**src/rtl/out_sampler.sv**
```systemverilog
// Decimating sampler: captures in_ every DECIM enabled clocks into a FIFO.
// Define OUT_SAMPLER_MINMAX_EN to add running min_val / max_val outputs.
module out_sampler #(
    parameter int WIDTH = 16,
    parameter int DEPTH = 8,
    parameter int DECIM = 4
) (
    input  logic                    clk,
    input  logic                    rst,
    input  logic                    en,
    input  logic [WIDTH-1:0]        in_,
    output logic [WIDTH-1:0]        out,
    output logic                    out_valid,
    input  logic                    out_ready,
    output logic [$clog2(DEPTH):0]  count,
    output logic                    overflow
`ifdef OUT_SAMPLER_MINMAX_EN
    ,
    output logic signed [WIDTH-1:0] min_val,
    output logic signed [WIDTH-1:0] max_val
`endif
);

    localparam int AW = $clog2(DEPTH);
    localparam logic [15:0] DLAST = 16'(DECIM - 1);
    localparam logic [AW:0] FULL = (AW + 1)'(DEPTH);

    logic [15:0]      dcnt;
    logic [WIDTH-1:0] mem [DEPTH];
    logic [AW-1:0]    wr_ptr;
    logic [AW-1:0]    rd_ptr;
    logic [AW-1:0]    rd_nxt;
    logic [AW:0]      cnt_nxt;
    logic [AW:0]      cnt_after_pop;
    logic [WIDTH-1:0] head_nxt;
    logic             capture;
    logic             full;
    logic             pop;
    logic             push;
    logic             drop;

    always_comb begin
        capture       = en && (dcnt == DLAST);
        full          = (count == FULL);
        pop           = out_valid && out_ready;
        push          = capture && (!full || pop);
        drop          = capture && full && !pop;
        rd_nxt        = pop ? rd_ptr + AW'(1) : rd_ptr;
        cnt_after_pop = count - (AW + 1)'(pop);
        cnt_nxt       = cnt_after_pop + (AW + 1)'(push);
        // The output register is preloaded with the next head; when the
        // FIFO drains to empty the incoming sample becomes the new head.
        head_nxt      = (push && cnt_after_pop == '0) ? in_ : mem[rd_nxt];
    end

    always_ff @(posedge clk) begin
        if (rst && push) begin
            mem[wr_ptr] <= in_;
        end
    end

    always_ff @(posedge clk) begin
        if (!rst) begin
            dcnt      <= '0;
            wr_ptr    <= '0;
            rd_ptr    <= '0;
            count     <= '0;
            out       <= '0;
            out_valid <= 1'b0;
            overflow  <= 1'b0;
        end else begin
            if (en) begin
                dcnt <= capture ? '0 : dcnt + 16'd1;
            end
            if (push) begin
                wr_ptr <= wr_ptr + AW'(1);
            end
            rd_ptr    <= rd_nxt;
            count     <= cnt_nxt;
            out_valid <= (cnt_nxt != '0);
            if (cnt_nxt != '0) begin
                out <= head_nxt;
            end
            if (drop) begin
                overflow <= 1'b1;
            end
        end
    end

`ifdef OUT_SAMPLER_MINMAX_EN
    // Tracks every capture, including ones dropped on a full FIFO.
    always_ff @(posedge clk) begin
        if (!rst) begin
            min_val <= {1'b0, {(WIDTH - 1){1'b1}}};
            max_val <= {1'b1, {(WIDTH - 1){1'b0}}};
        end else if (capture) begin
            if ($signed(in_) < min_val) begin
                min_val <= in_;
            end
            if ($signed(in_) > max_val) begin
                max_val <= in_;
            end
        end
    end
`endif

endmodule

```
**config.mk**
```make
export PLATFORM = sky130hd
export DESIGN_NAME = out_sampler
export DESIGN_NICKNAME = d
export VERILOG_FILES = /design/src/rtl/out_sampler.sv
export SDC_FILE = /design/constraint.sdc
export NUM_CORES = 1
export LEC_CHECK = 0
export ABC_AREA = 1
export CORE_MARGIN = 2
export CORE_UTILIZATION = 50
export CTS_BUF_LIST = sky130_fd_sc_hd__clkbuf_16
export CTS_CLUSTER_SIZE = 28
export DETAILED_ROUTE_END_ITERATION = 7
export GPL_ROUTABILITY_DRIVEN = 1
export HOLD_SLACK_MARGIN = 0.12
export PLACE_DENSITY = 0.69
export SLEW_MARGIN = 20
export SYNTH_ARGS = -nofsm -noshare
export SYNTH_HDL_FRONTEND = slang
export SYNTH_SLANG_ARGS = --single-unit
```
**constraint.sdc**
```tcl
create_clock -name clk -period 9 [get_ports clk]
set_clock_uncertainty 0.1 [all_clocks]
set_input_delay 1.8 -clock clk [delete_from_list [all_inputs] [get_ports clk]]
set_output_delay 1.8 -clock clk [all_outputs]
set_load 0.05 [all_outputs]
```
# After elaboration in Yosys (flattened, before gate mapping)
# Memories as Yosys holds them, arrays and structs flattened.
# Cells that the tools add are included.
[totals]
out_inout_bits = 22
word_cells = 32
regBits = 44
ramBits = 128
memories = 1
[classes]
n_mux = 5
addsub = 5
n_eq_ne = 2
n_reduce_logical = 12
[memory_table]
columns = ["memory", "depth", "word_bits", "read_ports", "rd_ports_with_merged_regs", "wr", "line", "text"]
rows = [
  ["mem", 8, 16, 1, 0, 1, "29", "logic [WIDTH-1:0] mem [DEPTH];"],
]
[ops]
columns = ["cell", "count"]
rows = [
  ["16-bit 2-to-1 mux", 2],
  ["16-bit by 1-bit adder with 16-bit output, second input constant", 1],
  ["16-bit by 2-bit equality test with 1-bit output, second input constant", 1],
  ["1-bit logical AND", 7],
  ["3-bit by 1-bit adder with 3-bit output, second input constant", 2],
  ["4-bit by 1-bit adder with 4-bit output", 1],
  ["4-bit equality test, second input constant", 1],
  ["4-bit logical NOT", 1],
  ["4-bit nonzero test", 1],
  ["4-bit by 1-bit subtractor with 4-bit output", 1],
  ["3-bit 2-to-1 mux", 1],
  ["1-bit logical NOT", 2],
  ["1-bit 2-to-1 mux", 2],
  ["1-bit logical OR", 1],
]

# Logic depth before layout (Yosys ltp)
[depth]
depth_word = 7
depth_mapped = 21
mapped_depth_nobuf = 19

# Worst setup path after synthesis
# Ideal clock, no wire load.
[synth_path]
path_kind = "input to register"
start = "in en"
end = "reg out[11]"
stages = 18
n_path_buf = 3
path_slack_ps = 4905
setup_ps = 113
t_required_ps = 8787
arrival_ps = 3882
cell_sequence = "buf_4 inv_2 nor2_1 nand2_1 nor2_2 nand2_2 nor2_4 buf_4 ha_1 ha_1 or2_2 nor2_1 nand2_1 buf_4 nand2_1 nor2_1 nand2_1 nand2_1"
[synth_via]
elab_chain_len = 4
elab_cells_between_ends = 6
[synth_lines]
columns = ["element", "line", "text"]
rows = [
  ["start: declaration", "10", "input logic en,"],
  ["1-bit logical AND", "43", "capture = en && (dcnt == DLAST);"],
  ["1-bit logical AND", "46", "push = capture && (!full || pop);"],
  ["via push", "39", "logic push;"],
  ["4-bit by 1-bit adder with 4-bit output", "50", "cnt_nxt = cnt_after_pop + (AW + 1)'(push);"],
  ["via cnt_nxt[1]", "33", "logic [AW:0] cnt_nxt;"],
  ["4-bit nonzero test", "81", "if (cnt_nxt != '0) begin"],
  ["end signal: assignment", "82", "out <= head_nxt;"],
  ["end: declaration", "12", "output logic [WIDTH-1:0] out,"],
]
# The timed path passes the listed nets, and every way through them passes these cells.
# A chain may end at the register's enable or synchronous reset.

# Worst setup path after layout
[layout_path]
start = "in en"
end = "reg out[7]"
[layout_via]
elab_chain_len = 4
elab_cells_between_ends = 6
[layout_lines]
columns = ["element", "line"]
rows = [
  ["1-bit logical AND", "43"],
  ["1-bit logical AND", "46"],
  ["4-bit by 1-bit adder with 4-bit output", "50"],
  ["via cnt_nxt[1]", "33"],
  ["4-bit nonzero test", "81"],
]
# The timed path passes the listed nets, and every way through them passes these cells.

==> impl_metrics.csv <==
group,metric,value,unit
setup_path,cp_top_family,"simple AND/OR/NAND/NOR gates",
power,total_power,0.00232,W
grt,grt_overflow,0,
setup_path,rrSetupSlack,5.53,ns
flow_run,maxCapViolations,0,
min_path,hold_path_depth,2,
min_path,min-delay-start,"out[1]",
clocking,cts_buffer_depth,2,
clocking,cts_hold_buffers,0,
setup_path,cp-end-kind,"flip-flop",
logic_synthesis,synthCells,797,
floorplan,core,0.0150,sq mm
logic_synthesis,synth.mux.area_fraction,0,%
floorplan,die_w,128,um
sta,min_period,4.96,ns
logic_synthesis,synth_xor_area_share,0.115,%
drt,dr.pass1.iters,5,
logic_synthesis,synthFlopType,"edfxtp_1",
place,io_buffer_count,41,
clocking,post_cts_buffers,0,
min_path,hold-path-endpoint,"out[1]",
cells_and_area,fin_util,58.1,%
setup_path,r2r-end,"out[7]",
logic_synthesis,yosysWarnings,0,
cells_and_area,area_growth,14.5,%
grt,grt_use_total,23.0,%
drt,via_count,5734,
drt,vias_per_cell,5.54,
logic_synthesis,synth_top_family_by_area,"simple AND/OR/NAND/NOR gates",
logic_synthesis,synthAdderAreaFrac,1.15,%
setup_path,cp_slowest_stage_delay,0.67,ns
drt,dr.first_iter.drc_count,612,
logic_synthesis,async_reset_ff_share,0,%
cells_and_area,layout_common_cells,"nand2_1, nand3_1, edfxtp_1",
clocking,cts_tree,"yes",
sta,slew_viol_final,0,
clocking,clk_pin_slew,0.06,ns
cells_and_area,final_common_cell,"nand2_1",
grt,grt_pass1_vias,5507,
setup_path,timing.rr.start,"dcnt[1]",
drt,drc,0,
power,p_leak,3.49,nW
sta,tns,0,ns
logic_synthesis,synth_nets,824,
logic_synthesis,netlist_area,0.00763,sq mm
place,preCtsSetupSlack,3.64,ns
setup_path,cp.depth,16,
cells_and_area,num_antenna_cells,0,
setup_path,slowest_stage,"clkdlybuf4s50_1",
clocking,clkSinkCount,172,
setup_path,critPathMaxFanout,20,
grt,grt_start_max_net_pins,38,
floorplan,start_util,50.8,%
floorplan,dieArea,0.0163,sq mm
logic_synthesis,synth_edf_count,128,
floorplan,rows,45,
clocking,cts_buffers,17,
power,powerDensity,266,mW/mm^2
floorplan,ios,42,
grt,antenna_found_initial,0,
clocking,insertion_delay,0.43,ns
setup_path,crit_path_start_kind,"primary input",
clocking,cts_resized,0,
drt,wl_per_cell,17.3,um
grt,grt_pass1_wl,28.5,mm
cells_and_area,drive_above_1_share,7.32,%
sta,finalHoldViolCount,0,
setup_path,crit_arrival,5.17,ns
logic_synthesis,synthSimpleGateAreaFrac,26.3,%
logic_synthesis,synth_seq_cells,172,
sta,slew_headroom,29.3,%
floorplan,die_h,128,um
clocking,htree_num_levels,4,
place,placed_cells,1003,
min_path,hold_class,"reg -> reg",
setup_path,worstPathCellList,"clkdlybuf4s50_1, inv_2, nor2_1, nand2_1, nor2_2, nand2_2, nor2_4, ha_1, ha_1, or2_2, nor2_1, nand2_1, nand2_1, nor2_1, nand2_1, nand2_1",
run_status,outcome,"finished clean",
sta,timing.final.ws_setup,4.04,ns
drt,ant_nets,0,
logic_synthesis,synth-compound-area-share,2.97,%
setup_path,critical_path_class,"in -> reg",
logic_synthesis,avgSynthCellArea,9.57,sq um
sta,max_freq,202,MHz
logic_synthesis,ys_types,34,
power,ir_drop,144,uV
clocking,clock_tree.root_cell,"clkbuf_16",
setup_path,reg2reg_depth,16,
sta,finalSetupViolations,0,
sta,rsz0062_at_grt,"false",
sta,finalCritPeriodShare,55.1,%
place,gp_congestion,0.933,
cells_and_area,fin_nets,861,
setup_path,required,9.22,ns
setup_path,crit_buf_inv,2,
logic_synthesis,yosysSeqAreaShare,61.9,%
setup_path,cpMostUsedCell,"nand2_1",
cells_and_area,finalNonFillerCells,1035,
drt,wirelength,17.9,mm
sta,tightest_slew,1.06,ns
place,dp_hpwl,10.4,mm
==> kinds of logic (layout without fill, tap and decap cells) <==
| kind of cell | after synthesis | after routing |
|---|---|---|
| flip-flops | 172 | 172 |
| buffers and inverters | 133 | 183 |
| XOR/XNOR | 1 | 1 |
| AND/OR/NAND/NOR | 441 | 441 |
| adder cells (fa/ha/maj) | 7 | 7 |
| AO/OA/AOI/OAI | 43 | 43 |
==> routing by layer <==
metal  routed length [um]  GRT usage (%)  vias to the layer above  share of wire [%]
li1                     -              -                     2729                  -
met1                 7910           30.8                     2752                 44
met2                 8550           37.1                      227                 48
met3                 1080           4.82                       26                6.0
met4                  329           8.60                        0                1.8
met5                    0              0                        -                  0
==> cell type report <==
type / instances / area [sq um]
fillers: 1233 / 6300
flip-flops and latches: 172 / 4720
multi-input cells: 492 / 2340
repair buffers: 51 / 485
clock buffers: 17 / 425
inverters: 100 / 375
well taps: 188 / 235
clock inverters: 15 / 149
==> how the worst max path moves through the flow <==
stage          start       to  slack [ns]
4_1_cts           en  out[11]        4.09
3_5_place_dp      en  out[11]        3.64
3_3_place_gp      en   out[1]        3.83
2_1_floorplan     en  out[11]        4.90
5_1_grt           en   out[7]        3.76
6_report          en   out[7]        4.04
==> cells in the mapped netlist, types with 7 or more instances <==
cell / number / area, sq um
clkbuf_1: 10 / 37.5
nand2_1: 190 / 713
nand3_1: 151 / 756
dfxtp_1: 44 / 881
ha_1: 7 / 87.6
a21oi_1: 21 / 105
buf_6: 7 / 78.8
inv_1: 92 / 345
nand3b_1: 19 / 143
nor2_1: 53 / 199
buf_2: 11 / 55.1
edfxtp_1: 128 / 3840
inv_2: 7 / 26.3
o21ai_0: 17 / 85.1
==> worst min-delay path, cell delays in order (launching register included) <==
cell and delay (ns):
dfxtp_1 0.31, nand2_1 0.06, nand2_1 0.05
==> sequential cells by signal, indices dropped and copies added, names as in the netlist <==
name and cells:
count 4, wr_ptr 3, out 16, overflow 1, out_valid 1, dcnt 16
mem 128, rd_ptr 3
==> per-stage QoR <==
stage / instance area, sq um / hold slack, ns
6_report: 8730 / 0.366
5_1_grt: 8730 / 0.383
4_1_cts: 8730 / 0.369
3_5_place_dp: 8160 / 0.359
3_3_place_gp: 8160 / 0.347
2_1_floorplan: 7630 / 0.369
==> power breakdown <==
part | switching [W] | total [W] | leakage, nW | internal, W
logic | 0.000478 | 0.000687 | 1.69 | 0.000209
registers | 0.0000309 | 0.000920 | 1.51 | 0.000889
clock network | 0.000307 | 0.000716 | 0.288 | 0.000409
No activity file was read; power rests on OpenSTA's default activity.
